`config.mk`:
```
export PLATFORM = sky130hd
export DESIGN_NAME = pwm_multi
export DESIGN_NICKNAME = d
export VERILOG_FILES = /design/src/rtl/pwm_pkg.sv /design/src/rtl/pwm_timebase.sv /design/src/rtl/pwm_multi.sv
export SDC_FILE = /design/constraint.sdc
export NUM_CORES = 1
export LEC_CHECK = 0
export CAP_MARGIN = 20
export CORE_ASPECT_RATIO = 0.8
export CORE_MARGIN = 10
export CORE_UTILIZATION = 52
export DETAILED_ROUTE_END_ITERATION = 12
export GPL_ROUTABILITY_DRIVEN = 0
export GPL_TIMING_DRIVEN = 0
export PLACE_DENSITY_LB_ADDON = 0.25
export SYNTH_ARGS = -nofsm -noshare
export SYNTH_HDL_FRONTEND = slang
export SYNTH_SLANG_ARGS = --single-unit
```
`constraint.sdc`:
```
create_clock -name clk -period 6.3 [get_ports clk]
set_input_delay 1.26 -clock clk [delete_from_list [all_inputs] [get_ports clk]]
set_output_delay 1.26 -clock clk [all_outputs]
set_load 0.02 [all_outputs]
```
`src/rtl/pwm_pkg.sv`:
```
// Shared definitions for the multi-channel PWM: mode encodings and the
// channel-select width helper.
package pwm_pkg;

  localparam logic MODE_EDGE   = 1'b0;
  localparam logic MODE_CENTER = 1'b1;

  // A single channel still needs a one-bit select port.
  function automatic int ch_sel_w(input int channels);
    return (channels > 1) ? $clog2(channels) : 1;
  endfunction

endpackage

```
`src/rtl/pwm_timebase.sv`:
```
// Shared PWM timebase: prescaler, up/up-down counter, direction flag and
// period boundary detection with a registered period_start pulse.
module pwm_timebase
  import pwm_pkg::*;
#(
  parameter int WIDTH   = 8,
  parameter int PRESC_W = 4
) (
  input  logic               clk,
  input  logic               rst_n,
  input  logic               en,
  input  logic               mode,
  input  logic [PRESC_W-1:0] prescale,
  input  logic [WIDTH-1:0]   top,
  output logic [WIDTH-1:0]   counter,
  output logic               boundary,
  output logic               period_start
);

  logic [PRESC_W-1:0] presc_cnt;
  logic               down;
  logic [WIDTH-1:0]   active_top;
  logic               active_mode;
  logic               tick;
  logic [WIDTH-1:0]   counter_next;
  logic               down_next;

  // boundary is the tick on which the counter returns to 0 for a new period.
  always_comb begin
    tick         = en && (presc_cnt == prescale);
    counter_next = counter;
    down_next    = down;
    boundary     = 1'b0;
    if (tick) begin
      if (active_top == '0) begin
        counter_next = '0;
        boundary     = 1'b1;
      end else if (active_mode == MODE_EDGE) begin
        if (counter == active_top) begin
          counter_next = '0;
          boundary     = 1'b1;
        end else begin
          counter_next = counter + 1'b1;
        end
      end else if (!down) begin
        if (counter == active_top) begin
          counter_next = counter - 1'b1;
          down_next    = 1'b1;
        end else begin
          counter_next = counter + 1'b1;
        end
      end else begin
        counter_next = counter - 1'b1;
        if (counter == WIDTH'(1)) begin
          boundary  = 1'b1;
          down_next = 1'b0;
        end
      end
    end
  end

  // While disabled the period limit and mode track their inputs every cycle.
  always_ff @(posedge clk or negedge rst_n) begin
    if (!rst_n) begin
      presc_cnt    <= '0;
      counter      <= '0;
      down         <= 1'b0;
      active_top   <= '0;
      active_mode  <= MODE_EDGE;
      period_start <= 1'b0;
    end else if (!en) begin
      presc_cnt    <= '0;
      counter      <= '0;
      down         <= 1'b0;
      active_top   <= top;
      active_mode  <= mode;
      period_start <= 1'b0;
    end else begin
      presc_cnt    <= tick ? '0 : presc_cnt + 1'b1;
      counter      <= counter_next;
      period_start <= boundary;
      if (boundary) begin
        active_top  <= top;
        active_mode <= mode;
        down        <= 1'b0;
      end else begin
        down <= down_next;
      end
    end
  end

endmodule

```
`src/rtl/pwm_multi.sv`:
```
// Multi-channel PWM generator: one shared timebase plus per-channel
// double-buffered duty registers and registered comparator outputs.
module pwm_multi
  import pwm_pkg::*;
#(
  parameter  int WIDTH    = 8,
  parameter  int CHANNELS = 4,
  parameter  int PRESC_W  = 4,
  localparam int CH_W     = ch_sel_w(CHANNELS)
) (
  input  logic                clk,
  input  logic                rst_n,
  input  logic                en,
  input  logic                mode,
  input  logic [PRESC_W-1:0]  prescale,
  input  logic [WIDTH-1:0]    top,
  input  logic                wr_en,
  input  logic [CH_W-1:0]     wr_ch,
  input  logic [WIDTH-1:0]    wr_duty,
  output logic [WIDTH-1:0]    counter,
  output logic                period_start,
  output logic [CHANNELS-1:0] pwm_out
);

  logic                boundary;
  logic                load;
  logic [CHANNELS-1:0] below;

  pwm_timebase #(
    .WIDTH  (WIDTH),
    .PRESC_W(PRESC_W)
  ) u_timebase (
    .clk         (clk),
    .rst_n       (rst_n),
    .en          (en),
    .mode        (mode),
    .prescale    (prescale),
    .top         (top),
    .counter     (counter),
    .boundary    (boundary),
    .period_start(period_start)
  );

  assign load = boundary || !en;

  // Selects beyond the last channel match no channel and are dropped.
  for (genvar i = 0; i < CHANNELS; i++) begin : g_ch
    logic [WIDTH-1:0] shadow_duty;
    logic [WIDTH-1:0] active_duty;
    logic             hit;

    assign hit = wr_en && (wr_ch == CH_W'(i));

    // A write landing on a load cycle goes straight into the active copy.
    always_ff @(posedge clk or negedge rst_n) begin
      if (!rst_n) begin
        shadow_duty <= '0;
        active_duty <= '0;
      end else begin
        if (hit) shadow_duty <= wr_duty;
        if (load) active_duty <= hit ? wr_duty : shadow_duty;
      end
    end

    assign below[i] = counter < active_duty;
  end

  always_ff @(posedge clk or negedge rst_n) begin
    if (!rst_n) begin
      pwm_out <= '0;
    end else begin
      pwm_out <= en ? below : '0;
    end
  end

endmodule

```
* Yosys cells after proc, flatten, opt, wreduce, memory -nomap -nowiden
Cells that the tools add are included.
** Cells by class
- Add/sub/neg operators :: 3
- $mul :: 0
- Div/mod/pow operators :: 0
- $lt $le $gt $ge :: 4
- Equal/unequal tests :: 11
- Shift-type cells :: 0
- Mux-type cells :: 32
- Bitwise logic cells :: 0
- Reductions and logical operators :: 10
** Operator list (count)
- two-way mux 8 bit :: 13
- less-than comparator 8 bit :: 4
- two-way mux 1 bit :: 16
- two-way mux 4 bit :: 3
- adder 8 x 1 -> 8 bit (second input constant) :: 1
- == test 8 x 1 -> 1 bit (second input constant) :: 1
- == test 8 bit :: 1
- logical NOT 8 bit :: 1
- subtractor 8 x 1 -> 8 bit (second input constant) :: 1
- != test 3 x 1 -> 1 bit (second input constant) :: 2
- logical AND 1 bit :: 5
- adder 4 x 1 -> 4 bit (second input constant) :: 1
- == test 2 bit (second input constant) :: 2
- == test 4 bit :: 1
- != test 2 x 1 -> 1 bit (second input constant) :: 2
- != test 3 bit (second input constant) :: 1
- AND reduction 3 bit :: 1
- == test 2 x 1 -> 1 bit (second input constant) :: 1
- logical NOT 2 bit :: 1
- logical NOT 1 bit :: 1
- logical OR 1 bit :: 1
** Word-level totals
- Flip-flop bits (word level) :: 91
- Latch bits :: 0
- Bits in writable memories :: 0
- ROM bits :: 0
- Output and inout bits :: 13
- Logic and storage cells :: 75
- Memories kept :: 0

* Longest topological paths before layout
- Word-level depth :: 8
- Gate-level depth with buffers :: 10
- Mapped depth without buffers :: 8

* Modules after synthesis
A second synthesis with hierarchy kept.
** Unflattened totals
- Cells, all modules :: 405
- Area, all modules :: 4782.1 um2
** By module, submodules not included
- pwm_multi :: times used 1, cells an instance 229, area an instance 3206.8 um2, sequential area each 1701.6 um2
- pwm_timebase :: times used 1, cells an instance 176, area an instance 1575.3 um2, sequential area each 575.6 um2

* Worst setup path after synthesis
No wires, ideal clock.
- Path kind :: input to register
- From :: input port prescale[2]
- To :: register u_timebase.counter[6]
- Arrival :: 2.617 ns
- Required time :: 6.210 ns
- Slack :: 3.593 ns
- Stages :: 6
- Path buffers :: 1
- Cells stage by stage :: xnor2_1 > nand4_1 > a2111oi_2 > buf_2 > a41oi_1 > a22oi_1
** On the way
- Cells in the longest elaborated chain, start to end :: 3
** RTL lines
- start: declaration :: line pwm_multi.sv:15 : input logic [PRESC_W-1:0] prescale,
- == test 4 bit :: line pwm_timebase.sv:30 : tick = en && (presc_cnt == prescale);
- logical AND 1 bit :: line pwm_timebase.sv:30
- != test 2 x 1 -> 1 bit (no source line)
- end signal: assignment :: line pwm_timebase.sv:80 : counter <= counter_next;
- end: declaration :: line pwm_timebase.sv:15 : output logic [WIDTH-1:0] counter,
Every way passes these cells.
A chain may end at the register's enable or synchronous reset.

* Final worst setup path
- From :: input port en
- To :: register u_timebase.counter[7]
** On the way
- Cells in the longest elaborated chain, start to end :: 2
** RTL lines
- start: declaration :: line pwm_multi.sv:13 : input logic en,
- logical AND 1 bit :: line pwm_timebase.sv:30
- != test 2 x 1 -> 1 bit (no source line)
Parallel ways exist; a longest one is shown, timed or not.

==> run_results.csv <==
group,metric,value,unit
clock_network,cts_buffer_depth,2,
detailed_routing,ant_nets,0,
logic_synthesis,synth_cells,384,
global_routing,grt_overflow,0,
logic_synthesis,synth-main-ff-cell,"dfrtp_1",
placed_design,dp_cells,536,
detailed_routing,vias_per_cell,5.600,
timing,max_freq,303.2,MHz
timing,finalCritPeriodShare,52.36,%
outcome,status,"finished clean",
logic_synthesis,ys_seq_elements,91,
finish,synthToLayoutAreaGrowth,16.89,%
timing,skew,0.01133,ns
logic_synthesis,synth_common_cells,"dfrtp_1, mux2_2, inv_1, nor2_1, ha_1",
timing,post-route-min-period,3.299,ns
timing,rsz0062_at_grt,"no",
critical_path,path_class,"in -> reg",
detailed_routing,drtPass1Iterations,4,
critical_path,arrival,3.57,ns
global_routing,grt_util_all_layers,15.42,%
clock_network,post_cts_resized,0,
clock_network,path_clk_slew,0.08,ns
logic_synthesis,syn_nets,443,
critical_path,start_kind,"primary input",
timing,setup_viol,0,
clock_network,cts_buffers,9,
detailed_routing,drt_wl_total,9.697,mm
detailed_routing,vias,3091,
timing,slew_headroom,47.25,%
logic_synthesis,yosys_warnings,0,
detailed_routing,drc,0,
clock_network,clock_latency,0.36,ns
worst_hold_path,min_from,"g_ch[3].shadow_duty[0]",
critical_path,critical_path_required,6.57,ns
die,core_area,0.008521,mm^2
detailed_routing,routedWlPerCell,17.57,um
logic_synthesis,synth.avg_cell_area,11.94,um^2
logic_synthesis,synth_edf_count,0,
power_and_ir_drop,irDropWorstVdd,0.2009,mV
power_and_ir_drop,p_total,1.498,mW
die,dieArea,0.01300,mm^2
logic_synthesis,yosysTopAreaCell,"dfrtp_1",
die,die_w,125.0,um
run,drv_cap,0,
power_and_ir_drop,p_per_area,279.4,mW/mm^2
worst_hold_path,hp-class,"reg -> reg",
finish,diodes,0,
detailed_routing,first_iter_violations,226,
die,die_h,104.0,um
timing,worst_slew_pin_slew,0.7877,ns
clock_network,cts_num_sinks,91,
critical_path,end_kind,"register",
global_routing,grt_pass1_wl,16.42,mm
critical_path,worst-r2r-cell-count,10,
finish,fin_util,62.91,%
clock_network,root_buffer,"clkbuf_8",
global_routing,antenna_found_initial,0,
logic_synthesis,synthTopCellsByArea,"dfrtp_1, mux2_2, ha_1",
power_and_ir_drop,leakagePower,2.474,nW
clock_network,cts_tree,"built",
clock_network,hold_buffers,0,
logic_synthesis,post-synth-top-count-cell,"dfrtp_1",
global_routing,grt_max_degree,62,
die,fp-row-count,30,
placed_design,dp_slack,2.658,ns
die,io-pin-count,40,
timing,tns,0,ns
timing,drv_slew,0,
finish,stdcell_count,552,
timing,fin_ws,3.001,ns
logic_synthesis,ys_async_sr_fraction,100.0,%
critical_path,timing.rr.start,"u_timebase.counter[1]",
clock_network,cts_max_level,3,
die,initial_core_util,53.82,%
critical_path,worstSetupEndpoint,"u_timebase.counter[7]",
finish,drive_above_1_share,18.64,%
logic_synthesis,yosysTopAreaCellShare,49.66,%
critical_path,critPathMaxFanout,10,
critical_path,reg2reg_to,"g_ch[1].active_duty[3]",
timing,finalHoldViolations,0,
logic_synthesis,ys_seq_area_share,49.66,%
critical_path,cp-startpoint,"en",
logic_synthesis,synth_cell_type_count,44,
placed_design,dpl.hpwl,7.090,mm
global_routing,grt_pass1_vias,3191,
finish,num-nets-final,494,
critical_path,r2r_slack,3.83,ns
logic_synthesis,syn_area,0.004586,mm^2
clock_network,postCtsSetupBuffers,0,
placed_design,io_buffer_count,39,
-- where the power goes --
group	leakage (nW)	switching [mW]	internal (mW)
Sequential	1.09	0.0527	0.692
Combinational	1.28	0.150	0.171
Clock	0.111	0.197	0.235
-- registers in the layout, summed over array words and instances, names as in the netlist --
register                 count
g_ch.active_duty            32
g_ch.shadow_duty            32
pwm_out                      4
u_timebase.active_mode       1
u_timebase.active_top        8
u_timebase.counter           8
u_timebase.down              1
u_timebase.period_start      1
u_timebase.presc_cnt         4
-- metal layers --
metal,vias up,wire [um],track usage [%]
li1,1462,-,-
met1,1552,4673,20.22
met5,-,0,0
met3,9,476,4.534
met4,0,104,4.269
met2,68,4442,24.13
-- critical path, cell delays in order --
cell,delay [ns]
clkdlybuf4s50_1,0.53
clkinv_1,0.33
a21o_1,0.29
nor2_1,0.14
o211a_1,0.25
clkbuf_1,0.38
a221oi_1,0.18
a22oi_1,0.21
-- layout by cell type (no fill, tap or decap), types with 3 or more instances in the layout --
cell type	n
and3_1	4
ha_1	32
nand4_1	3
a21oi_1	18
nand3_1	7
nand2_1	8
mux2_4	15
and2_1	3
a21oi_2	3
o211ai_1	4
buf_6	5
nor2_1	33
clkbuf_1	5
inv_1	35
a221oi_1	6
a21boi_0	8
clkbuf_8	10
a32o_1	4
dfrtp_1	91
mux2_2	37
nor4_1	6
a41oi_1	6
clkdlybuf4s50_1	38
xnor2_1	12
o21ai_0	10
nand2b_1	8
-- cell type report --
cell class | count | area [um^2]
Fill cell | 686 | 3161
Sequential cell | 91 | 2277
Multi-Input combinational cell | 246 | 2066
Timing Repair Buffer | 40 | 415.4
Clock buffer | 12 | 145.1
Tap cell | 112 | 140.1
Inverter | 36 | 135.1
Buffer | 11 | 107.6
Clock inverter | 4 | 73.82
-- logic make-up after synthesis --
kind of cell	synth area share [%]
AOI/OAI and AO/OA	10.42
xor gates and xnor gates	2.838
adders and majority gates	8.731
buffers and inverters	5.293
DFF	49.66
muxes	14.22
and+or+nand+nor	8.840
-- worst min path at each step --
stage | end | slack, ns | cells after the start
floorplan | g_ch[1].shadow_duty[0] | 0.47 | 1
global placement | g_ch[2].shadow_duty[0] | 0.48 | 1
detailed placement | g_ch[3].shadow_duty[3] | 0.48 | 1
CTS | g_ch[3].shadow_duty[0] | 0.50 | 1
global route | g_ch[3].shadow_duty[5] | 0.51 | 1
finish | g_ch[3].shadow_duty[0] | 0.50 | 1
-- per-stage QoR --
stage,hold slack [ns],instance area [um^2]
CTS,0.5036,5360
global route,0.5100,5360
finish,0.5001,5360
floorplan,0.4708,4586
global placement,0.4779,5116
detailed placement,0.4841,5141
Note: power is estimated with default switching activity, not from simulation.
==> edit 1: new RTL, same settings <==
Put a register stage on the output `counter`, with the module's reset. The value now appears one clock later. The other outputs are not delayed to match.
--- a/src/rtl/pwm_multi.sv
+++ b/src/rtl/pwm_multi.sv
@@ -22,6 +22,8 @@
   output logic [CHANNELS-1:0] pwm_out
 );
 
+  logic [WIDTH-1:0] counter_d;
+
   logic                boundary;
   logic                load;
   logic [CHANNELS-1:0] below;
@@ -36,7 +38,7 @@
     .mode        (mode),
     .prescale    (prescale),
     .top         (top),
-    .counter     (counter),
+    .counter     (counter_d),
     .boundary    (boundary),
     .period_start(period_start)
   );
@@ -62,7 +64,7 @@
       end
     end
 
-    assign below[i] = counter < active_duty;
+    assign below[i] = counter_d < active_duty;
   end
 
   always_ff @(posedge clk or negedge rst_n) begin
@@ -73,5 +75,13 @@
     end
   end
 
+  always_ff @(posedge clk or negedge rst_n) begin
+    if (!rst_n) begin
+      counter <= '0;
+    end else begin
+      counter <= counter_d;
+    end
+  end
+
 endmodule
 
Behaviour: not the same (a bounded check fails within 4 cycles, from zero or initial values and one cycle with rst_n low).
==> edit 1 against the unedited design <==
  * Synthesized area up 4.4%
  * Routed wire length up 4.4%
  * Setup slack worse by 54 ps
  * Total power up 14%
  * Design area up 5.6%
  * Clock power up 35%
  * Sequential cell count up 8
  * Sequential share of layout area up 1.3 points
==> edit 1: results (changes against the unedited design) <==
* Worst IR Drop VDD at 0.2442 mV (+22%)
* Portion of the post-synthesis area used by sequential elements at 51.76% (+2.1 points)
* Synth top area cells: sky130_fd_sc_hd__dfrtp_1, sky130_fd_sc_hd__mux2_2, sky130_fd_sc_hd__ha_1
* Depth of the worst hold-timing path at 1 (unchanged)
* Slew at the pin closest to its max-slew limit at 852.5 ps (+64.75 ps)
* Commonest cells in the synthesized netlist: sky130_fd_sc_hd__dfrtp_1, sky130_fd_sc_hd__mux2_2, sky130_fd_sc_hd__inv_1
* Terminating pin of the worst hold path: g_ch[0].shadow_duty[6]$_DFF_PN0_
* Placed instance area at 5345 µm² (+4.0%)
* Clock Latency Late Sink at 340 ps (-20 ps)
* Crit path max-delay cell type: sky130_fd_sc_hd__clkdlybuf4s50_1
* All-Layer GR Usage at 15.83% (+0.41 points)
* Count of vias placed by the detailed router at 3129 (+1.2%)
* Per-instance average area after synthesis at 12.21 µm² (+2.2%)
* CTS Root Cell: sky130_fd_sc_hd__clkbuf_16
* DRT Wirelength at 10.13 mm (+4.4%)
* Via count of the first global-routing pass at 3370 (+5.6%)
* Detailed Routing Iterations Pass 1 at 4 (unchanged)
* Source of the worst register-to-register timing path: u_timebase.counter[1]$_DFFE_PN0P_
* Total instance count after detailed placement at 547 (+2.1%)
* Largest net degree at the start of global routing at 68 (+9.7%)
* Post-Synthesis Net Count at 451 (+1.8%)
* Peak fanout along the critical path at 10 (unchanged)
* Maximum single-stage delay on the critical path at 560 ps (+30 ps)
* Number of nets in the layout at 502 (+1.6%)
* Accumulated negative setup slack at 0 ps (unchanged)
* Final worst clock skew at 5.708 ps (-5.617 ps)
* Number of fill cells in the layout at 723 (+5.4%)
* Diodes inserted at 0 (unchanged)
* Number of H-tree levels at 3 (unchanged)
* Logic depth of the worst register-to-register path at 10 (unchanged)
* Async SR Flop Fraction at 100.0% (unchanged)
* Reg2Reg Capture Point: g_ch[3].active_duty[4]$_DFFE_PN0P_
* Leakage component of the power at 2.629 nW (+6.3%)
* Outcome: finished, final reports clean
* Final-layout worst hold slack at 493.0 ps (-7.140 ps)
* Antenna violations before repair at 0 (unchanged)
* Clock slew seen by the registers of the worst setup and hold paths at 60 ps (-20 ps)
* First-pass GRT wire length at 17.14 mm (+4.4%)
* First element of the critical path: en
* End point of the critical path: u_timebase.counter[5]$_DFFE_PN0P_
* Launch point of the worst hold path: g_ch[0].shadow_duty[6]$_DFF_PN0_
* Half-perimeter wire length of the detailed placement result at 7.393 mm (+4.3%)
* Postcts setup bufs at 0 (unchanged)
* Critical Path AT at 3600 ps (+30 ps)
* Vias per cell at 5.568 (-0.57%)
* Internal reg-to-reg setup slack at 3700 ps (-130 ps)
* Share of layout cells above drive strength 1 at 18.57% (-0.068 points)
* Iteration-0 DRC Markers at 286 (+27%)
==> edit 1: changes by cell type after synthesis <==
cell / before / now
sky130_fd_sc_hd__dfrtp_1: 91 / 99
==> edit 1: per-layer routing <==
metal / global-route usage [%] / vias to the layer above / part of all wire, %
met4: 4.302 / 0 / 1.1
met3: 4.457 / 9 / 5.2
met1: 21.98 / 1553 / 49
met2: 23.59 / 71 / 45
li1: - / 1496 / -
met5: 0 / - / 0
==> edit 1: cell families after synthesis <==
family,synth area share (%)
adders and majority gates,8.366
AOI/OAI and AO/OA,9.987
xor gates and xnor gates,2.719
muxes,13.62
buffers and inverters,5.072
DFF,51.76
and+or+nand+nor,8.471
==> edit 1: cell type report <==
class | count | share of cell area, %
Buffer | 11 | 1.901
Clock buffer | 10 | 4.221
Clock inverter | 5 | 1.370
Inverter | 36 | 2.387
Multi-Input combinational cell | 246 | 36.49
Sequential cell | 99 | 43.76
Tap cell | 115 | 2.541
Timing Repair Buffer | 40 | 7.337
==> edit 1: per-stage QoR <==
| step | utilization (%) | worst slack, ps |
|---|---|---|
| after detailed placement | 59.40 | 2643 |
| final | 62.92 | 2948 |
| after CTS | 62.92 | 2989 |
| after global placement | 59.12 | 377.6 |
| after global routing | 62.92 | 2762 |
| after floorplan | - | 3596 |
==> edit 1: report_power, final <==
part	switching (mW)	internal [mW]	leakage, nW
logic	0.156	0.171	1.28
clock network	0.229	0.355	0.154
registers	0.0520	0.747	1.20
total	0.437	1.27	2.63
==> edit 2: new RTL, same flow settings <==
Without the edit above. `PRESC_W` is set to 4 in 2 places; all go to 5.
--- a/src/rtl/pwm_timebase.sv
+++ b/src/rtl/pwm_timebase.sv
@@ -4,7 +4,7 @@
   import pwm_pkg::*;
 #(
   parameter int WIDTH   = 8,
-  parameter int PRESC_W = 4
+  parameter int PRESC_W = 5
 ) (
   input  logic               clk,
   input  logic               rst_n,
--- a/src/rtl/pwm_multi.sv
+++ b/src/rtl/pwm_multi.sv
@@ -5,7 +5,7 @@
 #(
   parameter  int WIDTH    = 8,
   parameter  int CHANNELS = 4,
-  parameter  int PRESC_W  = 4,
+  parameter  int PRESC_W  = 5,
   localparam int CH_W     = ch_sel_w(CHANNELS)
 ) (
   input  logic                clk,
Ports: changed (resized prescale); port bits go from 40 to 41. The function was not compared with the original's and may differ.
==> edit 2 against the unedited design <==
  * Synthesized cell count did not move
  * Synthesized area rose by 2.2%
  * Setup slack got worse by 230 ps
  * First-iteration DRC count fell by 27%
  * Clock power rose by 32%
  * Critical endpoint is now g_ch[2].active_duty[5]$_DFFE_PN0P_
  * Cell count rose by 0.36%
  * Total power rose by 5.9%
  * Sequential share of layout area fell by 1.2 points
  * Count of clock-buffer cells in the layout did not move
  * Routed wire length rose by 2.0%
  * Register-to-register slack got worse by 340 ps
  * Design area rose by 4.1%
  * Sequential cell count rose by 1
==> edit 2: results (changes against the unedited design) <==
* Largest net degree at the start of global routing at 76 (+23%)
* Number of fill cells in the layout at 686 (unchanged)
* Antenna violations before repair at 0 (unchanged)
* Synth top area cells: sky130_fd_sc_hd__dfrtp_1, sky130_fd_sc_hd__mux2_2, sky130_fd_sc_hd__mux2_1
* Via count of the first global-routing pass at 3215 (+0.75%)
* First-pass GRT wire length at 16.44 mm (+0.16%)
* Design internal power at 1.194 mW (+8.7%)
* DRT Wirelength at 9.894 mm (+2.0%)
* Fraction of met1 tracks used by global routing at 20.18% (-0.039 points)
* Crit path max-delay cell type: sky130_fd_sc_hd__o31ai_4
* Worst slew margin at 53.10% (+5.8 points)
* All-Layer GR Usage at 15.23% (-0.19 points)
* Half-perimeter wire length of the detailed placement result at 7.360 mm (+3.8%)
* Grt met2 use at 24.21% (+0.083 points)
* Final worst clock skew at 8.732 ps (-2.593 ps)
* Outcome: finished, final reports clean
* Post-Synthesis Net Count at 444 (+0.23%)
* Clock Latency Late Sink at 340 ps (-20 ps)
* Count of input and output buffers at 40 (+2.6%)
* Share of layout cells above drive strength 1 at 16.06% (-2.6 points)
* Leakage component of the power at 2.607 nW (+5.4%)
* CTS Root Cell: sky130_fd_sc_hd__clkbuf_16
* Number of nets in the layout at 497 (+0.61%)
* Clock slew seen by the registers of the worst setup and hold paths at 60 ps (-20 ps)
* Async SR Flop Fraction at 100.0% (unchanged)
* Iteration-0 DRC Markers at 164 (-27%)
* Commonest cells in the synthesized netlist: sky130_fd_sc_hd__dfrtp_1, sky130_fd_sc_hd__mux2_2, sky130_fd_sc_hd__inv_1, sky130_fd_sc_hd__mux2_1, sky130_fd_sc_hd__ha_1
* Synth cell types at 41 (-6.8%)
* Portion of the post-synthesis area used by sequential elements at 49.11% (-0.55 points)
* Worst IR Drop VDD at 0.1898 mV (-5.5%)
* Peak fanout along the critical path at 10 (unchanged)
* Vias per cell at 5.643 (+0.77%)
* Met3 track utilization from global routing at 3.838% (-0.70 points)
* Critical Path AT at 3750 ps (+180 ps)
==> edit 2: cell types whose count changed after synthesis, moves of 11 or more <==
| cell | delta |
|---|---|
| sky130_fd_sc_hd__a21oi_1 | -15 |
| sky130_fd_sc_hd__xnor2_1 | -11 |
| sky130_fd_sc_hd__mux2_1 | +37 |
| sky130_fd_sc_hd__xor2_1 | +14 |
| sky130_fd_sc_hd__nor2_1 | -24 |
| sky130_fd_sc_hd__mux2_4 | -15 |
==> edit 2: power groups by stage <==
stage	sequential (mW)	clock, mW	combinational [mW]
finish	0.738	0.570	0.279
global placement	0.744	0	0.264
global route	0.750	0.609	0.314
detailed placement	0.749	0	0.277
CTS	0.739	0.584	0.283
floorplan	0.741	0	0.180
==> edit 2: area by class of cell <==
cell class / instances / share of cell area [%]
buffer: 14 / 1.458
clock buffer: 12 / 4.419
clock inverter: 4 / 1.301
inverter: 37 / 2.490
multi-input combinational: 241 / 38.83
sequential: 92 / 41.27
tap: 112 / 2.512
timing repair buffer: 42 / 7.716
==> edit 2: layer usage <==
layer | routed length, µm | vias to the layer above
met1 | 4662 | 1547
met4 | 123 | 0
met5 | 0 | -
met3 | 417 | 13
li1 | - | 1490
met2 | 4690 | 76
==> edit 2: cell families after synthesis <==
| family | Yosys count | share of synthesized area [%] |
|---|---|---|
| compound gates | 53 | 8.193 |
| flops | 92 | 49.11 |
| buf+inv | 51 | 4.697 |
| fa+ha+maj | 32 | 8.540 |
| mux | 75 | 18.01 |
| simple gates | 65 | 8.460 |
| xor+xnor | 16 | 2.989 |
==> edit 2: final timing paths <==
check	cells after the start	start	to	slack, ps
hold reg to reg	1	g_ch[0].active_duty[2]$_DFFE_PN0P_	g_ch[0].active_duty[2]$_DFFE_PN0P_	480
setup reg to reg	7	u_timebase.counter[5]$_DFFE_PN0P_	g_ch[2].active_duty[5]$_DFFE_PN0P_	3490
setup / recovery	7	prescale[2]	g_ch[2].active_duty[5]$_DFFE_PN0P_	2770
min in group asynchronous	1	rst_n	u_timebase.presc_cnt[1]$_DFF_PN0_	790
max in group asynchronous	2	rst_n	g_ch[0].shadow_duty[3]$_DFF_PN0_	4880
hold / removal	1	g_ch[0].active_duty[2]$_DFFE_PN0P_	g_ch[0].active_duty[2]$_DFFE_PN0P_	480
==> edit 2: stage by stage <==
| stage | hold slack [ps] | cells | power [mW] | area [µm²] | setup slack, ps |
|---|---|---|---|---|---|
| after floorplan | 458.1 | 384 | 0.9207 | 4688 | 3332 |
| after global placement | 468.5 | 536 | 1.008 | 5229 | 711.2 |
| after detailed placement | 475.3 | 538 | 1.027 | 5259 | 2506 |
| after CTS | 490.0 | 554 | 1.606 | 5578 | 2857 |
| after global routing | 499.7 | 554 | 1.673 | 5578 | 2724 |
| final | 484.7 | 554 | 1.586 | 5578 | 2768 |
